File: config.mk
export PLATFORM = sky130hd
export DESIGN_NAME = pa_out_queue
export DESIGN_NICKNAME = d
export VERILOG_FILES = /design/src/rtl/pa_out_queue.sv
export SDC_FILE = /design/constraint.sdc
export NUM_CORES = 1
export LEC_CHECK = 0
export BUFFER_PORTS_ARGS = -buffer_cell sky130_fd_sc_hd__buf_2
export CORE_MARGIN = 10
export CORE_UTILIZATION = 52
export CTS_BUF_LIST = sky130_fd_sc_hd__clkbuf_4
export DETAILED_ROUTE_END_ITERATION = 7
export GPL_ROUTABILITY_DRIVEN = 0
export GPL_TIMING_DRIVEN = 0
export PLACE_DENSITY_LB_ADDON = 0.15
export SYNTH_ARGS = -nofsm -noshare
export SYNTH_HDL_FRONTEND = slang
export SYNTH_SLANG_ARGS = --single-unit
File: constraint.sdc
create_clock -name clk_i -period 1.9 [get_ports clk_i]
set_input_delay 0.095 -clock clk_i [delete_from_list [all_inputs] [get_ports clk_i]]
set_output_delay 0.095 -clock clk_i [all_outputs]
set_load 0.03 [all_outputs]
File: src/rtl/pa_out_queue.sv
// pa_out_queue: in-order output queue behind the page-walk unit's PA interface.
// Buffers translated PAs with their fault flags, decouples the consumer from
// PWU back-pressure and keeps fault statistics (saturating count, last faulted PA).
module pa_out_queue #(
  parameter int DEPTH = 4,
  parameter int PA_W  = 28,
  parameter int CNT_W = 8
) (
  input  logic                       clk_i,
  input  logic                       reset_i,
  input  logic [PA_W-1:0]            s_pa_i,
  input  logic                       s_pa_vld_i,
  input  logic                       s_pa_fault_i,
  output logic                       s_pa_rdy_o,
  output logic [PA_W-1:0]            m_pa_o,
  output logic                       m_pa_fault_o,
  output logic                       m_pa_vld_o,
  input  logic                       m_pa_rdy_i,
  output logic [$clog2(DEPTH):0]     count_o,
  output logic [CNT_W-1:0]           fault_cnt_o,
  output logic [PA_W-1:0]            last_fault_pa_o,
  input  logic                       stat_clr_i
);

  localparam int PW = $clog2(DEPTH);
  localparam int CW = PW + 1;
  localparam logic [CW-1:0]    FULL_CNT = CW'(DEPTH);
  localparam logic [CW-1:0]    ZERO_CNT = {CW{1'b0}};
  localparam logic [CNT_W-1:0] SAT_CNT  = {CNT_W{1'b1}};

  // Occupancy encoding: bit1 is the upstream ready, bit0 is the head valid,
  // so both handshake outputs come straight from state flops.
  typedef enum logic [1:0] {
    OCC_EMPTY   = 2'b10,
    OCC_PARTIAL = 2'b11,
    OCC_FULL    = 2'b01
  } occ_e;

  occ_e             occ_q, occ_d;
  logic [PW-1:0]    wr_ptr_q, wr_ptr_d;
  logic [PW-1:0]    rd_ptr_q, rd_ptr_d;
  logic [CW-1:0]    count_q, count_d;
  logic [PA_W:0]    mem_q [DEPTH];
  logic [PA_W:0]    mem_d [DEPTH];
  logic [CNT_W-1:0] fault_cnt_q, fault_cnt_d;
  logic [PA_W-1:0]  last_fault_pa_q, last_fault_pa_d;
  logic             push_s;
  logic             pop_s;

  assign s_pa_rdy_o      = occ_q[1];
  assign m_pa_vld_o      = occ_q[0];
  assign count_o         = count_q;
  assign fault_cnt_o     = fault_cnt_q;
  assign last_fault_pa_o = last_fault_pa_q;
  assign m_pa_fault_o    = mem_q[rd_ptr_q][PA_W];
  assign m_pa_o          = mem_q[rd_ptr_q][PA_W-1:0];

  assign push_s = s_pa_vld_i & s_pa_rdy_o;
  assign pop_s  = m_pa_vld_o & m_pa_rdy_i;

  // Next pointers, occupancy count and occupancy state from the handshakes.
  always_comb begin
    wr_ptr_d = wr_ptr_q;
    rd_ptr_d = rd_ptr_q;
    count_d  = count_q;
    occ_d    = occ_q;
    if (push_s) begin
      wr_ptr_d = wr_ptr_q + PW'(1);
    end else begin
      wr_ptr_d = wr_ptr_q;
    end
    if (pop_s) begin
      rd_ptr_d = rd_ptr_q + PW'(1);
    end else begin
      rd_ptr_d = rd_ptr_q;
    end
    case ({push_s, pop_s})
      2'b10:   count_d = count_q + CW'(1);
      2'b01:   count_d = count_q - CW'(1);
      default: count_d = count_q;
    endcase
    if (count_d == ZERO_CNT) begin
      occ_d = OCC_EMPTY;
    end else if (count_d == FULL_CNT) begin
      occ_d = OCC_FULL;
    end else begin
      occ_d = OCC_PARTIAL;
    end
  end

  // Storage write: the payload is captured only on an accepted push.
  always_comb begin
    mem_d = mem_q;
    if (push_s) begin
      mem_d[wr_ptr_q] = {s_pa_fault_i, s_pa_i};
    end else begin
      mem_d = mem_q;
    end
  end

  // Fault statistics; a clear wins over a faulted push in the same cycle.
  always_comb begin
    fault_cnt_d     = fault_cnt_q;
    last_fault_pa_d = last_fault_pa_q;
    if (stat_clr_i) begin
      fault_cnt_d     = {CNT_W{1'b0}};
      last_fault_pa_d = {PA_W{1'b0}};
    end else if (push_s && s_pa_fault_i) begin
      if (fault_cnt_q != SAT_CNT) begin
        fault_cnt_d = fault_cnt_q + CNT_W'(1);
      end else begin
        fault_cnt_d = fault_cnt_q;
      end
      last_fault_pa_d = s_pa_i;
    end else begin
      fault_cnt_d     = fault_cnt_q;
      last_fault_pa_d = last_fault_pa_q;
    end
  end

  // Occupancy state machine with pointers and count; reset drops all entries.
  always_ff @(posedge clk_i or posedge reset_i) begin
    if (reset_i) begin
      occ_q    <= OCC_EMPTY;
      wr_ptr_q <= {PW{1'b0}};
      rd_ptr_q <= {PW{1'b0}};
      count_q  <= ZERO_CNT;
    end else begin
      occ_q    <= occ_d;
      wr_ptr_q <= wr_ptr_d;
      rd_ptr_q <= rd_ptr_d;
      count_q  <= count_d;
    end
  end

  // Payload storage is intentionally not reset; the head is masked by m_pa_vld_o.
  always_ff @(posedge clk_i) begin
    mem_q <= mem_d;
  end

  // Statistics registers.
  always_ff @(posedge clk_i or posedge reset_i) begin
    if (reset_i) begin
      fault_cnt_q     <= {CNT_W{1'b0}};
      last_fault_pa_q <= {PA_W{1'b0}};
    end else begin
      fault_cnt_q     <= fault_cnt_d;
      last_fault_pa_q <= last_fault_pa_d;
    end
  end

`ifndef SYNTHESIS
  pa_out_queue_chk #(
    .DEPTH (DEPTH),
    .PA_W  (PA_W)
  ) u_chk (
    .clk_i        (clk_i),
    .reset_i      (reset_i),
    .s_pa_i       (s_pa_i),
    .s_pa_vld_i   (s_pa_vld_i),
    .s_pa_fault_i (s_pa_fault_i),
    .s_pa_rdy_o   (s_pa_rdy_o),
    .m_pa_vld_o   (m_pa_vld_o),
    .m_pa_rdy_i   (m_pa_rdy_i),
    .count_o      (count_o)
  );
`endif

endmodule

// pa_out_queue_chk: simulation-only protocol and occupancy checks.
module pa_out_queue_chk #(
  parameter int DEPTH = 4,
  parameter int PA_W  = 28
) (
  input logic                   clk_i,
  input logic                   reset_i,
  input logic [PA_W-1:0]        s_pa_i,
  input logic                   s_pa_vld_i,
  input logic                   s_pa_fault_i,
  input logic                   s_pa_rdy_o,
  input logic                   m_pa_vld_o,
  input logic                   m_pa_rdy_i,
  input logic [$clog2(DEPTH):0] count_o
);

  localparam int CW = $clog2(DEPTH) + 1;

  a_no_push_full: assert property (@(posedge clk_i) disable iff (reset_i)
    (s_pa_vld_i && s_pa_rdy_o) |-> (count_o != CW'(DEPTH)));

  a_no_pop_empty: assert property (@(posedge clk_i) disable iff (reset_i)
    (m_pa_vld_o && m_pa_rdy_i) |-> (count_o != {CW{1'b0}}));

  a_src_stable: assert property (@(posedge clk_i) disable iff (reset_i)
    (s_pa_vld_i && !s_pa_rdy_o) |=>
      (s_pa_vld_i && $stable(s_pa_i) && $stable(s_pa_fault_i)));

  a_occ_consistent: assert property (@(posedge clk_i) disable iff (reset_i)
    (s_pa_rdy_o == (count_o != CW'(DEPTH))) && (m_pa_vld_o == (count_o != {CW{1'b0}})));

endmodule
==> results of run 1 <==
[sequential cells by signal (all words and copies together), names as in the netlist]
register,count
mem_q,116
last_fault_pa_o,28
rd_ptr_q,2
occ_q,2
wr_ptr_q,2
count_o,3
fault_cnt_o,8
[worst reg2reg max path, stage by stage, from the launching register on]
cell and delay [ns]:
dfstp_2 0.57, nand2_4 0.07, ha_4 0.17, fa_2 0.34
xnor2_1 0.15, or3_4 0.35, a21bo_2 0.20
[cells by family after synthesis]
logic type | Yosys count | share of synthesized area (%)
AND/OR/NAND/NOR | 89 | 6.54
buffers and inverters | 21 | 1.41
XOR/XNOR | 5 | 0.707
AO/OA/AOI/OAI | 44 | 4.12
adder cells (fa/ha/maj) | 7 | 1.54
multiplexers | 33 | 11.3
flip-flops | 161 | 74.4
[final cells by class]
cell class	instances	area (um2)
flip-flops and latches	161	4610
clock buffers	18	135
multi-input cells	178	1550
repair buffers	145	1130
well taps	143	179
clock inverters	14	123
plain buffers	18	125
fillers	818	3700
inverters	3	11.3
[worst max-delay path by stage]
stage / end / slack (ns) / from / cells after the start
CTS: m_pa_o[22] / -0.18 / rd_ptr_q[0] / 4
global route: m_pa_o[17] / -0.22 / rd_ptr_q[0] / 4
global placement: mem_q[105] / -0.46 / occ_q[1] / 1
finish: m_pa_o[19] / -0.12 / rd_ptr_q[0] / 4
detailed placement: occ_q[1] / -0.16 / occ_q[1] / 6
floorplan: occ_q[1] / -0.17 / occ_q[1] / 6
[per-layer routing]
metal / share of wire [%] / vias to the layer above / track usage, %
met5: 0 / - / 0
met4: 1.1 / 0 / 5.95
met3: 6.5 / 13 / 5.10
met2: 53 / 121 / 29.3
met1: 39 / 1845 / 20.3
li1: - / 1727 / -
[power by group]
part / internal, mW / switching [mW]
sequential: 4.48 / 0.225
combinational: 2.14 / 2.55
clock: 0.768 / 1.10
[through the flow]
| step | area [um2] | power [mW] | worst slack, ns | utilization (%) |
|---|---|---|---|---|
| global placement | 6910 | 8.46 | -0.463 | 59.8 |
| floorplan | 6220 | 7.42 | -0.172 | - |
| CTS | 7840 | 11.4 | -0.179 | 67.8 |
| global route | 7860 | 11.8 | -0.221 | 68.0 |
| detailed placement | 6940 | 8.56 | -0.162 | 60.0 |
| finish | 7860 | 11.3 | -0.122 | 68.0 |
[cells in the final DEF (no fill, tap or decap), types with 2 or more instances in the layout]
master           n
a31oi_1          4
mux2_2           3
nand2_1         59
clkinv_1         3
buf_12           4
bufinv_16        2
nand4_1          4
a211oi_1         2
xnor2_1          4
clkinv_2         7
clkbuf_2         3
dfrtp_1         43
nor3_1           3
nor2_1           2
dlygate4sd3_1   33
clkbuf_4        18
mux4_2          29
ha_1             5
buf_4            7
nand3_1          2
buf_2           78
nand2b_1         2
and3_4           4
clkbuf_1         8
inv_1            2
buf_6           29
a41oi_1          3
a21oi_1         29
edfxtp_1       116
[what timing repair did]
action / in CTS / in global routing
gates cloned: 1 / 0
hold buffers: 33 / 0
gates resized for setup: 75 / 6
setup endpoints to repair: 32 / 124
pin swaps: 2 / 0
buffers inserted: 7 / 0
hold endpoints to repair: 195 / 0
==> metrics.md, run 1 <==
| Metric | Value |
|---|---|
| Status | finished, violations left |
| Failing checks | negative setup slack |
| Lkg Pwr | 3.06 nW |
| Total wire length | 13.6 mm |
| Top-area cell type share of the netlist area | 56.2% |
| Ys Warns | 0 |
| R2r setup slk | 0 ns |
| Delay-heaviest family, CP | multiplexers |
| Post-Synthesis Cells | 360 |
| Clock tree buffer depth | 2 |
| Vias in the first global route | 3910 |
| Post-synth ARST share | 28.0% |
| Sequential share of the synthesized area | 74.4% |
| Post-Syn Area | 0.00619 mm2 |
| Max-cap check violation count | 0 |
| WP data arrival | 1.93 ns |
| Critical Path Start Type | flop |
| Overall Global Routing Usage | 17.1% |
| Standard-cell rows | 39 |
| Setup CP Type | reg2out |
| Placed cell count | 607 |
| Antenna violation net count after detailed routing | 0 |
| Die width | 129 um |
| CP Capture Type | primary output |
| Slew headroom | 60.3% |
| Syn Area/Cell | 17.2 um2 |
| Setup TNS | -3.09 ns |
| Most common cell in the netlist | edfxtp_1 |
| Port Buffers | 103 |
| Number of CTS-inserted buffers | 17 |
| Clock-pin slew on the worst setup and hold paths | 0.12 ns |
| Count of final setup violators | 30 |
| Critical path's slowest cell | mux4_2 |
| Nets | 565 |
| CP max FO | 10 |
| Ys flop type | edfxtp_1 |
| P per Cell Area | 1430 mW/mm2 |
| Routed vias | 3706 |
| I/O pins | 104 |
| Clk_lat worst skew | 0.55 ns |
| DR pass1 iterations | 4 |
| Unique cell type count in the Yosys netlist | 38 |
| Total gr overflow | 0 |
| DRT iter0 DRCs | 285 |
| Die extent in y | 129 um |
| FF+latch count, synth | 161 |
| Max Freq | 0.495 GHz |
| Fin cells | 680 |
| Hold WS | 0.136 ns |
| Post-synth EDFFs | 116 |
| Critical path required time | 1.80 ns |
| Worst path bufs/invs | 3 |
| Initial Util | 53.6% |
| Share of cells above drive strength 1 | 36.7% |
| Clk sinks | 161 |
| FF-to-FF End | occ_q[1] |
| Synth cell count leaders | edfxtp_1, nand2_1, dfrtp_1, a21oi_1, mux4_2 |
| First-pass GRT wire length | 21.4 mm |
| Critical register-to-register path startpoint | occ_q[1] |
| Largest net degree at the start of global routing | 30 |
| Drt via density | 5.45 |
| Tmin final | 2.02 ns |
| Hpwl dp | 8.74 mm |
| Final Cycle Share | 106% |
| RSZ-0062 raised after global routing | yes |
| CTS tree | done |
| H-Tree Depth | 4 |
| Final worst slack | -0.122 ns |
| Worst Tran Pin Value | 0.596 ns |
| Area grow syn2layout | 26.9% |
| Core box area | 0.0116 mm2 |
| Critical path, cell by cell | buf_4, buf_12, mux4_2, buf_6 |
| Top post-synthesis cells by area | edfxtp_1, dfrtp_1, mux4_2 |
| Initial antenna violation count | 0 |
| Final count of pins violating max slew | 0 |
| Reg2reg path depth | 6 |
| Hold Path Class | in2async |
| Post-Syn Nets | 401 |
| Root buffer cell | clkbuf_4 |
| CP peak stage delay | 0.53 ns |
| Diode count | 0 |
| Yosys top cell by area | edfxtp_1 |
| Final routed DRC violation total | 0 |
| Final hold viol count | 0 |
| Die area | 0.0167 mm2 |
| Peak supply drop | 1030 uV |
| Wire per inst | 20.0 um |
| Clk_skew | 0.0119 ns |
(Power assumes the default switching activity.)
==> run 2, diff against run 1 <==
Settings changed: CORE_UTILIZATION 52 to 27, CTS_BUF_LIST sky130_fd_sc_hd__clkbuf_4 to sky130_fd_sc_hd__clkbuf_2, SETUP_SLACK_MARGIN set to 0.15.
==> metrics.md, run 2 (synthesis results as in run 1) <==
| Metric | Value |
|---|---|
| Antenna violation net count after detailed routing | 0 (unchanged) |
| Wire per inst | 18.8 um (-6.1%) |
| Most common cell after layout, fill and taps aside | edfxtp_1 |
| Setup TNS | -6.93 ns (-3.84 ns) |
| DR pass1 iterations | 4 (unchanged) |
| Total wire length | 15.6 mm (+15%) |
| Critical register-to-register path startpoint | occ_q[1] |
| Die area | 0.0294 mm2 (+76%) |
| Slew headroom | 60.9% (+0.63 points) |
| Worst path bufs/invs | 3 (unchanged) |
| Clk_skew | 0.0402 ns (+0.0283 ns) |
| Most used cell, CP | buf_12 |
| Final routed DRC violation total | 0 (unchanged) |
| Max FFs per register | 116 (unchanged) |
| R2r setup slk | -0.04 ns (-0.04 ns) |
| Worst Tran Pin Value | 0.586 ns (-0.0103 ns) |
| Tot Pwr | 11.4 mW (+0.80%) |
| Hold Path Class | in2reg |
| Clk sinks | 161 (unchanged) |
| Final worst slack | -0.273 ns (-0.151 ns) |
| CP Capture Type | primary output |
| CP Capture Point | m_pa_o[3] |
| Nets | 575 (+1.8%) |
| Peak supply drop | 697 uV (-32%) |
| Setup CP Type | reg2out |
| Routed vias | 3725 (+0.51%) |
| Vias in the first global route | 3946 (+0.92%) |
| Root buffer cell | clkbuf_2 |
| Number of fillers in the final layout | 2138 (+160%) |
| CP peak stage delay | 0.54 ns (about the same) |
| FF-to-FF End | occ_q[1] |
| CP max FO | 5 (-5) |
| Critical path, cell by cell | buf_12, buf_12, mux4_2, buf_6 |
| Final Cycle Share | 114% (+8.0 points) |
| Commonest non-fill, non-tap cells in the layout | edfxtp_1, buf_2, nand2_1 |
| WP data arrival | 2.08 ns (+0.15 ns) |
| Clk_lat worst skew | 0.71 ns (+0.16 ns) |
| Die extent in y | 171 um (+33%) |
| CP Depth | 4 (unchanged) |
| Final count of pins violating max slew | 0 (unchanged) |
| Fin util | 36.5% (-31 points) |
| Standard-cell rows | 55 (+41%) |
| H-Tree Depth | 4 (unchanged) |
| Total gr overflow | 0 (unchanged) |
| RSZ-0062 raised after global routing | yes |
| Drt via density | 4.47 (-18%) |
| Status | finished, violations left |
| Initial Util | 27.4% (-26 points) |
| Delay-heaviest family, CP | multiplexers |
| Overall Global Routing Usage | 10.8% (-6.4 points) |
| Top reg by flops | mem_q |
| DR top layer | met4 |
| WL met2 | 7.73 mm (+7.1%) |
| Hold WS | 0.137 ns (+0.00112 ns) |
| Reg2reg path depth | 6 (unchanged) |
| Post-route met1 wirelength | 6.95 mm (+30%) |
| Die width | 171 um (+33%) |
| CP startpoint | rd_ptr_q[0] |
| Core box area | 0.0226 mm2 (+96%) |
| Port Buffers | 103 (unchanged) |
| I/O pins | 104 (unchanged) |
| Max-cap check violation count | 0 (unchanged) |
| Fin cells | 834 (+23%) |
| WL met3 | 844 um (-4.2%) |
| Lkg Pwr | 3.14 nW (+2.7%) |
| Max Freq | 0.460 GHz (-7.0%) |
| Final hold viol count | 0 (unchanged) |
| Number of CTS-inserted buffers | 17 (unchanged) |
| Critical Path Start Type | flop |
| Clock-pin slew on the worst setup and hold paths | 0.26 ns (+0.14 ns) |
| Count of final setup violators | 30 (unchanged) |
| Hpwl dp | 10.1 mm (+16%) |
| First-pass GRT wire length | 23.3 mm (+8.8%) |
| Largest net degree at the start of global routing | 30 (unchanged) |
| Initial antenna violation count | 1 (+1) |
| P per Cell Area | 1370 mW/mm2 (-4.2%) |
| Share of cells above drive strength 1 | 40.2% (+3.5 points) |
| Critical path's slowest cell | mux4_2 |
| DRT iter0 DRCs | 177 (-38%) |
| Critical path required time | 1.80 ns (about the same) |
| Placed cell count | 749 (+23%) |
| CTS tree | done |
| Clock tree buffer depth | 2 (unchanged) |
| Tmin final | 2.17 ns (+0.151 ns) |
| Failing checks | negative setup slack |
| Area grow syn2layout | 33.5% |
==> run 2: layer usage <==
layer	GRT usage, %	vias up
li1	-	1732
met1	13.4	1896
met2	17.6	87
met3	3.67	10
met4	2.61	0
met5	0	-
==> run 2: final cells by class <==
| cell class | instances | area, um2 | share of cell area [%] |
|---|---|---|---|
| diodes | 2 | 5.00 | 0.0605 |
| plain buffers | 18 | 174 | 2.10 |
| clock buffers | 19 | 95.1 | 1.15 |
| clock inverters | 13 | 106 | 1.29 |
| inverters | 3 | 11.3 | 0.136 |
| multi-input cells | 178 | 1620 | 19.5 |
| flip-flops and latches | 161 | 4610 | 55.8 |
| well taps | 285 | 357 | 4.31 |
| repair buffers | 155 | 1300 | 15.7 |
==> run 2: stage by stage <==
stage	worst slack, ns	cell area (um2)
2_1_floorplan	-0.172	6220
3_5_place_dp	-0.174	7110
4_1_cts	-0.384	8120
3_3_place_gp	-0.167	7090
6_report	-0.273	8270
5_1_grt	-0.446	8270
==> run 2: power breakdown <==
part | switching [mW] | total (mW) | internal [mW]
registers | 0.224 | 4.71 | 4.48
clock network | 1.26 | 1.63 | 0.368
logic | 2.71 | 5.02 | 2.30
total | 4.20 | 11.4 | 7.16
==> run 2: how the worst min path moves through the flow <==
stage / startpoint / end / slack (ns) / depth (start not counted)
5_1_grt: s_pa_i[8] / mem_q[66] / 0.009 / 2
2_1_floorplan: s_pa_i[0] / mem_q[0] / 0.19 / 0
3_5_place_dp: reset_i / fault_cnt_o[7] / 0.21 / 2
4_1_cts: s_pa_i[8] / mem_q[66] / 0.03 / 2
6_report: s_pa_i[26] / mem_q[26] / 0.14 / 2
3_3_place_gp: s_pa_i[27] / mem_q[85] / 0.33 / 1
==> run 2: worst reg2reg max path: stages, from the launching register on <==
cell	delay (ns)
dfstp_2	0.64
nand2_4	0.07
ha_4	0.16
fa_2	0.34
xnor2_2	0.15
or3_4	0.35
a21bo_2	0.20
==> run 2: repair_timing <==
item,4_1_cts,5_1_grt
endpoints found under the hold margin,205,0
pin swaps,4,8
setup endpoints to repair,151,47
resized for setup,98,23
buffers inserted,9,6
cloned,2,0
hold buffers,34,0
==> run 3, diff against run 2 <==
Clock period 1.9 ns to 2.5 ns, I/O delays scaled along.
==> metrics.md, run 3 (synthesis results as in run 1) <==
| Metric | Value |
|---|---|
| Largest net degree at the start of global routing | 30 (unchanged) |
| Drt via density | 4.49 (+0.42%) |
| Tmin final | 2.22 ns |
| Placed cell areas | 0.00712 mm2 (about the same) |
| Die area | 0.0294 mm2 (unchanged) |
| Critical path's slowest cell | mux4_2 |
| Number of CTS-inserted buffers | 17 (unchanged) |
| Max FFs per register | 116 (unchanged) |
| Critical path required time | 2.38 ns (+0.58 ns) |
| Hold Path Class | in2reg |
| CP peak stage delay | 0.55 ns (about the same) |
| CP Capture Type | primary output |
| Count of final setup violators | 0 (-100%) |
| Slew headroom | 41.1% (-20 points) |
| RSZ-0062 raised after global routing | yes |
| Total gr overflow | 0 (unchanged) |
| H-Tree Depth | 4 (unchanged) |
| Antenna violation net count after detailed routing | 0 (unchanged) |
| Share of cells above drive strength 1 | 35.5% (-4.7 points) |
| Worst Tran Pin Value | 0.884 ns (+0.298 ns) |
| Wire per inst | 18.9 um (+0.63%) |
| Lkg Pwr | 2.97 nW (-5.5%) |
| Top reg by flops | mem_q |
| WP data arrival | 2.09 ns (about the same) |
| Design area | 0.00778 mm2 (-6.0%) |
| Final Cycle Share | 88.6% |
| Critical Path Start Type | flop |
| Commonest non-fill, non-tap cells in the layout | edfxtp_1, buf_2, nand2_1 |
| Initial Util | 27.4% (unchanged) |
| Core box area | 0.0226 mm2 (unchanged) |
| Critical register-to-register path startpoint | occ_q[1] |
| Clk_skew | 0.0362 ns (-0.00396 ns) |
| Root buffer cell | clkbuf_2 |
| DRT iter0 DRCs | 153 (-14%) |
| CP startpoint | rd_ptr_q[0] |
| Hpwl dp | 10.3 mm (+2.1%) |
| Min-Delay Path Depth | 2 (unchanged) |
| FF-to-FF End | fault_cnt_o[0] |
| Clk sinks | 161 (unchanged) |
| CTS tree | done |
| Hold EP | mem_q[102] |
| Critical path, cell by cell | buf_12, mux4_2, buf_2 |
| Area grow syn2layout | 25.6% |
| Die width | 171 um (unchanged) |
| Setup CP Type | reg2out |
| Reg2reg path depth | 4 (-2) |
| DR pass1 iterations | 4 (unchanged) |
| Overall Global Routing Usage | 10.9% (+0.19 points) |
| Routed vias | 3678 (-1.3%) |
| Clk_lat worst skew | 0.70 ns (about the same) |
| First-pass GRT wire length | 23.8 mm (+1.9%) |
| Max-cap check violation count | 0 (unchanged) |
| Initial antenna violation count | 0 (-1) |
| Number of fillers in the final layout | 2198 (+2.8%) |
| Die extent in y | 171 um (unchanged) |
| Max Freq | 0.451 GHz |
| Most common cell after layout, fill and taps aside | edfxtp_1 |
| Final count of pins violating max slew | 0 (unchanged) |
| Final routed DRC violation total | 0 (unchanged) |
| CP max FO | 10 (+5) |
| Final worst slack | 0.284 ns (+0.557 ns) |
| Peak supply drop | 528 uV (-24%) |
| Standard-cell rows | 55 (unchanged) |
| Status | complete, no violations |
| P per Cell Area | 1040 mW/mm2 (-25%) |
| Clock tree buffer depth | 2 (unchanged) |
| Place WS | 0.272 ns (+0.446 ns) |
| Total wire length | 15.5 mm (-1.1%) |
| Final hold viol count | 0 (unchanged) |
| R2r setup slk | 0.28 ns (+0.32 ns) |
| Port Buffers | 103 (unchanged) |
| Nets | 563 (-2.1%) |
| Clock-pin slew on the worst setup and hold paths | 0.26 ns (about the same) |
| Diode count | 0 (-2) |
| Vias in the first global route | 4075 (+3.3%) |
| Min-delay src | s_pa_i[15] |
| I/O pins | 104 (unchanged) |
[run 3: worst max-delay path by stage]
stage,to,slack [ns]
after global placement,mem_q[104],-0.03
after CTS,m_pa_o[22],0.16
after floorplan,occ_q[1],0.31
final,m_pa_o[22],0.28
after detailed placement,occ_q[1],0.27
after global routing,m_pa_o[2],0.08
[run 3: power breakdown]
group | internal, mW | switching (mW)
logic | 1.13 | 1.90
registers | 3.41 | 0.175
clock network | 0.478 | 0.970
[run 3: through the flow]
| stage | power, mW | util [%] | TNS [ns] | hold slack (ns) | std cells |
|---|---|---|---|---|---|
| after detailed placement | 6.64 | 31.4 | 0 | 0.187 | 750 |
| after global placement | 6.55 | 31.2 | -1.09 | 0.358 | 748 |
| after CTS | 8.21 | 34.2 | 0 | 0.0660 | 818 |
| final | 8.06 | 34.4 | 0 | 0.155 | 820 |
| after floorplan | 5.62 | - | 0 | 0.224 | 360 |
| after global routing | 8.57 | 34.4 | 0 | 0.0236 | 820 |
[run 3: cell type report]
cell class,count,area [um2],area share [%]
Inverter,3,11.3,0.145
Multi-Input combinational cell,178,1500,19.3
Sequential cell,161,4610,59.3
Timing Repair Buffer,143,936,12.0
Tap cell,285,357,4.58
Buffer,18,120,1.54
Clock inverter,14,151,1.95
Clock buffer,18,90.1,1.16
[run 3: timing repair]
item,CTS,global route
hold buffers,35,0
resized for setup,10,5
pin swaps,0,0
endpoints found under the hold margin,201,0
setup buffers,1,2
endpoints found under the setup margin,29,31
[run 3: worst max-delay path: cells and delay by family (launching register included)]
family | cells | cell delay [ns]
buffers and inverters | 2 | 0.39
muxes | 1 | 0.55
DFF | 1 | 0.49
[run 3: per-layer routing]
metal  routed length (um)  track usage, %
met1                 6840            13.5
met2                 7500            17.7
met3                 1020            4.03
met4                  119            2.87
met5                    0               0
